--- src/rtl/ascon_perm_engine_pkg.sv ---
// rtl/ascon_perm_engine_pkg.sv - Ascon state type, round constant, S-box and linear layer
package ascon_pack;

  localparam int ROUNDS_A = 12;

  typedef struct packed {
    logic [63:0] x0;
    logic [63:0] x1;
    logic [63:0] x2;
    logic [63:0] x3;
    logic [63:0] x4;
  } type_state;

  typedef enum logic {ST_IDLE, ST_RUN} type_fsm;

  localparam int ROT_A [5] = '{19, 61, 1, 10, 7};
  localparam int ROT_B [5] = '{28, 39, 6, 17, 41};

  function automatic logic [63:0] round_const(input logic [3:0] r);
    return {56'd0, 4'hf - r, r};
  endfunction

  function automatic logic [63:0] rotr(input logic [63:0] v, input int n);
    return (v >> n) | (v << (64 - n));
  endfunction

  // Bit-sliced 5-bit S-box applied to all 64 columns at once
  function automatic type_state sbox(input type_state s);
    type_state a;
    type_state t;
    a = s;
    a.x0 ^= a.x4;
    a.x4 ^= a.x3;
    a.x2 ^= a.x1;
    t.x0 = ~a.x0 & a.x1;
    t.x1 = ~a.x1 & a.x2;
    t.x2 = ~a.x2 & a.x3;
    t.x3 = ~a.x3 & a.x4;
    t.x4 = ~a.x4 & a.x0;
    a.x0 ^= t.x1;
    a.x1 ^= t.x2;
    a.x2 ^= t.x3;
    a.x3 ^= t.x4;
    a.x4 ^= t.x0;
    a.x1 ^= a.x0;
    a.x0 ^= a.x4;
    a.x3 ^= a.x2;
    a.x2 = ~a.x2;
    return a;
  endfunction

  function automatic type_state linear(input type_state s);
    type_state o;
    o.x0 = s.x0 ^ rotr(s.x0, ROT_A[0]) ^ rotr(s.x0, ROT_B[0]);
    o.x1 = s.x1 ^ rotr(s.x1, ROT_A[1]) ^ rotr(s.x1, ROT_B[1]);
    o.x2 = s.x2 ^ rotr(s.x2, ROT_A[2]) ^ rotr(s.x2, ROT_B[2]);
    o.x3 = s.x3 ^ rotr(s.x3, ROT_A[3]) ^ rotr(s.x3, ROT_B[3]);
    o.x4 = s.x4 ^ rotr(s.x4, ROT_A[4]) ^ rotr(s.x4, ROT_B[4]);
    return o;
  endfunction

endpackage

--- src/rtl/ascon_perm_engine_if.sv ---
// rtl/ascon_perm_engine_if.sv - control, data and status bundle of the permutation engine
interface ascon_perm_engine_if;
  import ascon_pack::*;

  logic         start_i;
  logic         mode_i;
  type_state    state_i;
  logic [63:0]  data_i;
  logic [127:0] key_i;
  logic         en_xor_data_i;
  logic         en_xor_key_final_i;
  logic         en_xor_key_i;
  logic         en_xor_lsb_i;
  type_state    state_o;
  logic [63:0]  cipher_o;
  logic [127:0] tag_o;
  logic         busy_o;
  logic         done_o;
  logic [3:0]   round_o;

  modport master (
    output start_i, mode_i, state_i, data_i, key_i,
           en_xor_data_i, en_xor_key_final_i, en_xor_key_i, en_xor_lsb_i,
    input  state_o, cipher_o, tag_o, busy_o, done_o, round_o
  );

  modport slave (
    input  start_i, mode_i, state_i, data_i, key_i,
           en_xor_data_i, en_xor_key_final_i, en_xor_key_i, en_xor_lsb_i,
    output state_o, cipher_o, tag_o, busy_o, done_o, round_o
  );

endinterface

--- src/rtl/ascon_round.sv ---
// rtl/ascon_round.sv - one combinational Ascon round: constant addition, S-box, linear diffusion
module ascon_round
  import ascon_pack::*;
(
  input  type_state  cur,
  input  logic [3:0] round_idx,
  output type_state  nxt
);

  type_state with_const;

  always_comb begin
    with_const    = cur;
    with_const.x2 = cur.x2 ^ round_const(round_idx);
  end

  assign nxt = linear(sbox(with_const));

endmodule

--- src/rtl/ascon_perm_engine.sv ---
// rtl/ascon_perm_engine.sv - iterative Ascon pa/pb permutation with key/data XOR hooks
module ascon_perm_engine
  import ascon_pack::*;
#(
  parameter int UNROLL   = 1,
  parameter int ROUNDS_B = 6
) (
  input logic                clock_i,
  input logic                resetb_i,
  ascon_perm_engine_if.slave bus
);

  localparam logic [3:0] FIRST_B   = 4'(ROUNDS_A - ROUNDS_B);
  localparam logic [3:0] LAST_STEP = 4'(ROUNDS_A - UNROLL);

  type_fsm      fsm_q, fsm_d;
  type_state    state_q;
  logic [63:0]  cipher_q;
  logic [127:0] tag_q;
  logic [127:0] key_q;
  logic [3:0]   round_q;
  logic         done_q;
  logic         en_key_q, en_lsb_q, en_key_final_q;
  logic         accept, finish;
  type_state    loaded, permuted, finished;
  type_state    chain [UNROLL+1];

  assign chain[0] = state_q;
  for (genvar g = 0; g < UNROLL; g++) begin : g_round
    ascon_round u_round (
      .cur       (chain[g]),
      .round_idx (round_q + 4'(g)),
      .nxt       (chain[g+1])
    );
  end
  assign permuted = chain[UNROLL];

  always_comb begin
    fsm_d  = fsm_q;
    accept = 1'b0;
    finish = 1'b0;
    case (fsm_q)
      ST_IDLE: if (bus.start_i) begin
        accept = 1'b1;
        fsm_d  = ST_RUN;
      end
      ST_RUN: if (round_q == LAST_STEP) begin
        finish = 1'b1;
        fsm_d  = ST_IDLE;
      end
      default: fsm_d = ST_IDLE;
    endcase
  end

  // Pre-XORs act on the incoming state, post-XORs on the last round's result
  always_comb begin
    loaded = bus.state_i;
    if (bus.en_xor_data_i) loaded.x0 = loaded.x0 ^ bus.data_i;
    if (bus.en_xor_key_final_i) begin
      loaded.x1 = loaded.x1 ^ bus.key_i[127:64];
      loaded.x2 = loaded.x2 ^ bus.key_i[63:0];
    end
    finished = permuted;
    if (en_key_q) begin
      finished.x3 = finished.x3 ^ key_q[127:64];
      finished.x4 = finished.x4 ^ key_q[63:0];
    end
    if (en_lsb_q) finished.x4[0] = ~finished.x4[0];
  end

  always_ff @(posedge clock_i or negedge resetb_i) begin
    if (!resetb_i) fsm_q <= ST_IDLE;
    else           fsm_q <= fsm_d;
  end

  always_ff @(posedge clock_i or negedge resetb_i) begin
    if (!resetb_i) begin
      state_q        <= '0;
      cipher_q       <= '0;
      tag_q          <= '0;
      key_q          <= '0;
      round_q        <= '0;
      done_q         <= 1'b0;
      en_key_q       <= 1'b0;
      en_lsb_q       <= 1'b0;
      en_key_final_q <= 1'b0;
    end else begin
      done_q <= finish;
      if (accept) begin
        state_q        <= loaded;
        cipher_q       <= loaded.x0;
        round_q        <= bus.mode_i ? FIRST_B : 4'd0;
        key_q          <= bus.key_i;
        en_key_q       <= bus.en_xor_key_i;
        en_lsb_q       <= bus.en_xor_lsb_i;
        en_key_final_q <= bus.en_xor_key_final_i;
      end else if (finish) begin
        state_q <= finished;
        round_q <= 4'd0;
        if (en_key_final_q) tag_q <= {permuted.x3 ^ key_q[127:64], permuted.x4 ^ key_q[63:0]};
      end else if (fsm_q == ST_RUN) begin
        state_q <= permuted;
        round_q <= round_q + 4'(UNROLL);
      end
    end
  end

  assign bus.state_o  = state_q;
  assign bus.cipher_o = cipher_q;
  assign bus.tag_o    = tag_q;
  assign bus.busy_o   = (fsm_q == ST_RUN);
  assign bus.done_o   = done_q;
  assign bus.round_o  = round_q;

endmodule

--- src/flat_wrapper.sv ---
// flat-port wrapper written by rule: the top's interface ports become plain ports
module ascon_perm_engine_flat import ascon_pack::*;
#(
  parameter int UNROLL   = 1,
  parameter int ROUNDS_B = 6
)
  (clock_i, resetb_i, bus_start_i, bus_mode_i, bus_state_i, bus_data_i, bus_key_i, bus_en_xor_data_i, bus_en_xor_key_final_i, bus_en_xor_key_i, bus_en_xor_lsb_i, bus_state_o, bus_cipher_o, bus_tag_o, bus_busy_o, bus_done_o, bus_round_o);
  ascon_perm_engine_if bus_i ();
  input logic clock_i;
  input logic resetb_i;
  input wire logic [$bits(bus_i.start_i)-1:0] bus_start_i;
  input wire logic [$bits(bus_i.mode_i)-1:0] bus_mode_i;
  input wire logic [$bits(bus_i.state_i)-1:0] bus_state_i;
  input wire logic [$bits(bus_i.data_i)-1:0] bus_data_i;
  input wire logic [$bits(bus_i.key_i)-1:0] bus_key_i;
  input wire logic [$bits(bus_i.en_xor_data_i)-1:0] bus_en_xor_data_i;
  input wire logic [$bits(bus_i.en_xor_key_final_i)-1:0] bus_en_xor_key_final_i;
  input wire logic [$bits(bus_i.en_xor_key_i)-1:0] bus_en_xor_key_i;
  input wire logic [$bits(bus_i.en_xor_lsb_i)-1:0] bus_en_xor_lsb_i;
  output wire logic [$bits(bus_i.state_o)-1:0] bus_state_o;
  output wire logic [$bits(bus_i.cipher_o)-1:0] bus_cipher_o;
  output wire logic [$bits(bus_i.tag_o)-1:0] bus_tag_o;
  output wire logic [$bits(bus_i.busy_o)-1:0] bus_busy_o;
  output wire logic [$bits(bus_i.done_o)-1:0] bus_done_o;
  output wire logic [$bits(bus_i.round_o)-1:0] bus_round_o;
  assign bus_i.start_i = bus_start_i;
  assign bus_i.mode_i = bus_mode_i;
  assign bus_i.state_i = bus_state_i;
  assign bus_i.data_i = bus_data_i;
  assign bus_i.key_i = bus_key_i;
  assign bus_i.en_xor_data_i = bus_en_xor_data_i;
  assign bus_i.en_xor_key_final_i = bus_en_xor_key_final_i;
  assign bus_i.en_xor_key_i = bus_en_xor_key_i;
  assign bus_i.en_xor_lsb_i = bus_en_xor_lsb_i;
  assign bus_state_o = bus_i.state_o;
  assign bus_cipher_o = bus_i.cipher_o;
  assign bus_tag_o = bus_i.tag_o;
  assign bus_busy_o = bus_i.busy_o;
  assign bus_done_o = bus_i.done_o;
  assign bus_round_o = bus_i.round_o;
  ascon_perm_engine #(.UNROLL(UNROLL), .ROUNDS_B(ROUNDS_B)) u_core (.clock_i(clock_i), .resetb_i(resetb_i), .bus(bus_i));
endmodule
--- config.mk ---
export PLATFORM = sky130hd
export DESIGN_NAME = ascon_perm_engine_flat
export DESIGN_NICKNAME = d
export VERILOG_FILES = /design/src/rtl/ascon_perm_engine_pkg.sv /design/src/rtl/ascon_perm_engine_if.sv /design/src/rtl/ascon_round.sv /design/src/rtl/ascon_perm_engine.sv /design/src/flat_wrapper.sv
export SDC_FILE = /design/constraint.sdc
export NUM_CORES = 2
export LEC_CHECK = 0
export ABC_AREA = 1
export ABC_CLOCK_PERIOD_IN_PS = 2900
export CAP_MARGIN = 20
export CORE_AREA = 2 2 400 402
export CTS_CLUSTER_SIZE = 30
export DETAILED_ROUTE_END_ITERATION = 6
export DIE_AREA = 0 0 402 404
export GPL_ROUTABILITY_DRIVEN = 0
export SETUP_SLACK_MARGIN = 0.02
export SLEW_MARGIN = 20
export SYNTH_ARGS = -nofsm -noshare
export SYNTH_HDL_FRONTEND = slang
export SYNTH_SLANG_ARGS = --single-unit
--- constraint.sdc ---
create_clock -name clock_i -period 2.9 [get_ports clock_i]
set_clock_uncertainty 0.1 [all_clocks]
set_input_delay 0.435 -clock clock_i [delete_from_list [all_inputs] [get_ports clock_i]]
set_output_delay 0.435 -clock clock_i [all_outputs]
set_load 0.02 [all_outputs]
==> impl_metrics.py <==
metrics = {
    "global_routing": {
        "grt_overflow": 0,
        "grt.busiest_layer": "met2",
        "grt_pass1_wl_um": 500700,
        "antenna_found_initial": 37,
        "met2_usage_pct": 62.10,
        "gr-usage-met3_pct": 21.46,
        "grt_max_degree": 103,
        "use_met1_pct": 51.08,
        "grt_pass1_vias": 62200,
        "grt_util_all_layers_pct": 44.73,
    },
    "critical_path": {
        "arrival_ps": 3530,
        "crit_start": "u_core.bus.state_o[244]",
        "cp_max_fo": 3,
        "worstSetupStartpointType": "flop",
        "reg2regPathDepth": 7,
        "r2r_start": "u_core.bus.state_o[244]",
        "worst_setup_path_end_kind": "flop",
        "reg2reg_to": "u_core.bus.state_o[247]",
        "reg2reg_slack_ps": -110,
        "cp.required_ps": 3420,
        "critPathKind": "flop to flop",
    },
    "floorplanning": {
        "initial_utilization_pct": 33.49,
        "row_count": 146,
        "design.die.area_um2": 162400,
        "die_w_um": 402,
        "ios": 1038,
        "core_area_um2": 157800,
        "die_h_um": 404,
    },
    "cts": {
        "htreeDepth": 3,
        "root_buffer": "clkbuf_16",
        "numCtsBuffers": 85,
        "cts_tree": "done",
        "clock_path_buffers": 3,
        "cts.sinks": 649,
        "clock_latency_ps": 780,
        "path_clk_slew_ps": 70,
    },
    "placement": {
        "port_buffers": 1037,
        "dp.final_hpwl_um": 308400,
        "pre_cts_slack_ps": -194.5,
    },
    "routing": {
        "viasPerCell": 5.719,
        "dr.pass1.iters": 7,
        "vias": 68221,
        "wl_per_cell_um": 31.55,
        "drc": 170,
        "drtIter0Drc": 11066,
        "routed_wl_um": 376400,
        "drtAntennaViolNets": 0,
    },
    "finish": {
        "mostFrequentLayoutCell": "nand2_1",
        "final_nets": 10409,
        "fin_util_pct": 47.62,
        "syn2layout_area_growth_pct": 42.18,
        "drive_above_1_share_pct": 11.79,
        "mostFrequentLayoutCells": "nand2_1, clkdlybuf4s50_1, nand3_1",
    },
    "synthesis": {
        "ys_seq_area_share_pct": 30.72,
        "synth_area_um2": 52860,
        "synth_seq_cells": 649,
        "synth.largest_area_cell": "dfrtp_1",
        "synth_warnings": 0,
        "synth.top_cell.area_share_pct": 30.72,
        "synth.avg_cell_area_um2": 6.549,
        "synth_nets": 8721,
        "synth.area.top_cells": "dfrtp_1, nand2_1, nand3_1",
        "syn_inst": 8072,
        "ys_types": 46,
    },
    "timing": {
        "final_hold_viol_count": 0,
        "drv_slew": 0,
        "relSlewSlack_pct": 8.122,
        "timing.final.crit_share_pct": 103.7,
        "worstMarginPinSlew_ps": 1364,
        "finalSetupViolations": 10,
        "worst_slack_ps": -107.8,
        "hold-worst-slack_ps": 141.0,
        "min_period_ps": 3008,
        "max_freq_ghz": 0.3325,
        "rsz0062_at_grt": "no",
    },
    "status": {
        "violations": "design-rule violations, negative setup slack",
        "status": "finished with violations",
    },
    "hold_path": {
        "hold_depth": 4,
        "worstHoldStart": "bus_en_xor_data_i",
        "hold_path_class": "input pin to flop",
        "hold_end": "u_core.bus.cipher_o[4]",
    },
    "flow_run": {
        "drv_cap": 0,
    },
}
==> through the flow <==
stage,cell area [um2],instances,setup TNS [ps]
CTS,74860,11894,0
global route,75110,11907,0
floorplan,52860,8072,0
detailed placement,71840,11739,-585.6
global placement,71840,11739,-586.5
finish,75160,11928,-412.3
==> metal layers <==
layer	vias to the layer above	routed length, um	part of all wire (%)
met4	28	40860	11
met2	5820	146300	39
met3	1537	60990	16
met5	-	411	0.11
li1	28992	-	-
met1	31844	127900	34
==> repair_timing <==
action                                 CTS  global route
pin swaps                                0             1
setup endpoints to repair                6            66
gates resized for setup                  6            47
setup buffers                            0             4
gates cloned                             0             0
hold buffers                             1             0
endpoints found under the hold margin   28             0
==> Yosys cell counts, drive strengths merged <==
library cell,count
o21a,1
a21oi,382
dfrtp,649
xnor3,8
nor3,2
a31oi,117
nand4,5
o21bai,21
xor2,459
a21o,8
o221ai,7
clkbuf,167
o22ai,9
xnor2,237
clkinv,3
nand3b,52
inv,842
o211ai,8
ha,129
a22oi,16
o21ai,435
nand2,3075
nor2,463
nand3,867
or2,25
buf,85
==> cells by family (layout without fill, tap and decap cells) <==
logic type / count (synthesis) / count (layout) / share of synthesized area (%)
AO/OA/AOI/OAI: 1004 / 1004 / 10.15
adder cells (fa/ha/maj): 129 / 129 / 3.053
other: 0 / 29 / 0
AND/OR/NAND/NOR: 4489 / 4489 / 34.69
flip-flops: 649 / 649 / 30.72
buffers and inverters: 1097 / 2852 / 7.958
XOR/XNOR: 704 / 704 / 13.42
==> cell type report <==
cell class	count	area, um2
diodes	29	72.57
clock buffers	118	2465
clock inverters	36	536.8
fillers	15972	82670
inverters	845	3199
multi-input cells	6326	32610
flip-flops and latches	649	16260
well taps	2072	2592
repair buffers	1853	17430
==> critical path, cell delays in order (launching register included) <==
cell and delay, ps:
dfrtp_1 450, buf_4 210, o21ai_0 1040, xnor2_1 400, nand2_1 150, nand2_1 80, o21ai_0 330, a21oi_1 110
==> flip-flops by register name, indices dropped and copies added (netlist names) <==
| signal | flops |
|---|---|
| u_core.en_key_q | 1 |
| u_core.bus.tag_o | 128 |
| u_core.key_q | 128 |
| u_core.bus.cipher_o | 64 |
| u_core.bus.busy_o | 1 |
| u_core.en_key_final_q | 1 |
| u_core.bus.done_o | 1 |
| u_core.bus.round_o | 4 |
| u_core.bus.state_o | 320 |
| u_core.en_lsb_q | 1 |
==> how the worst max path moves through the flow <==
stage                              end  slack, ps  cells past startpoint
3_5_place_dp   u_core.bus.state_o[242]       -190                      9
6_report       u_core.bus.state_o[247]       -110                      7
3_3_place_gp   u_core.bus.state_o[242]       -200                      9
2_1_floorplan  u_core.bus.state_o[117]        440                     11
5_1_grt         u_core.bus.state_o[82]          9                     15
4_1_cts               bus_state_o[288]         20                      2
Power is not shown: default switching activity piles up to over one toggle a cycle in this logic, so the estimate is an artifact.
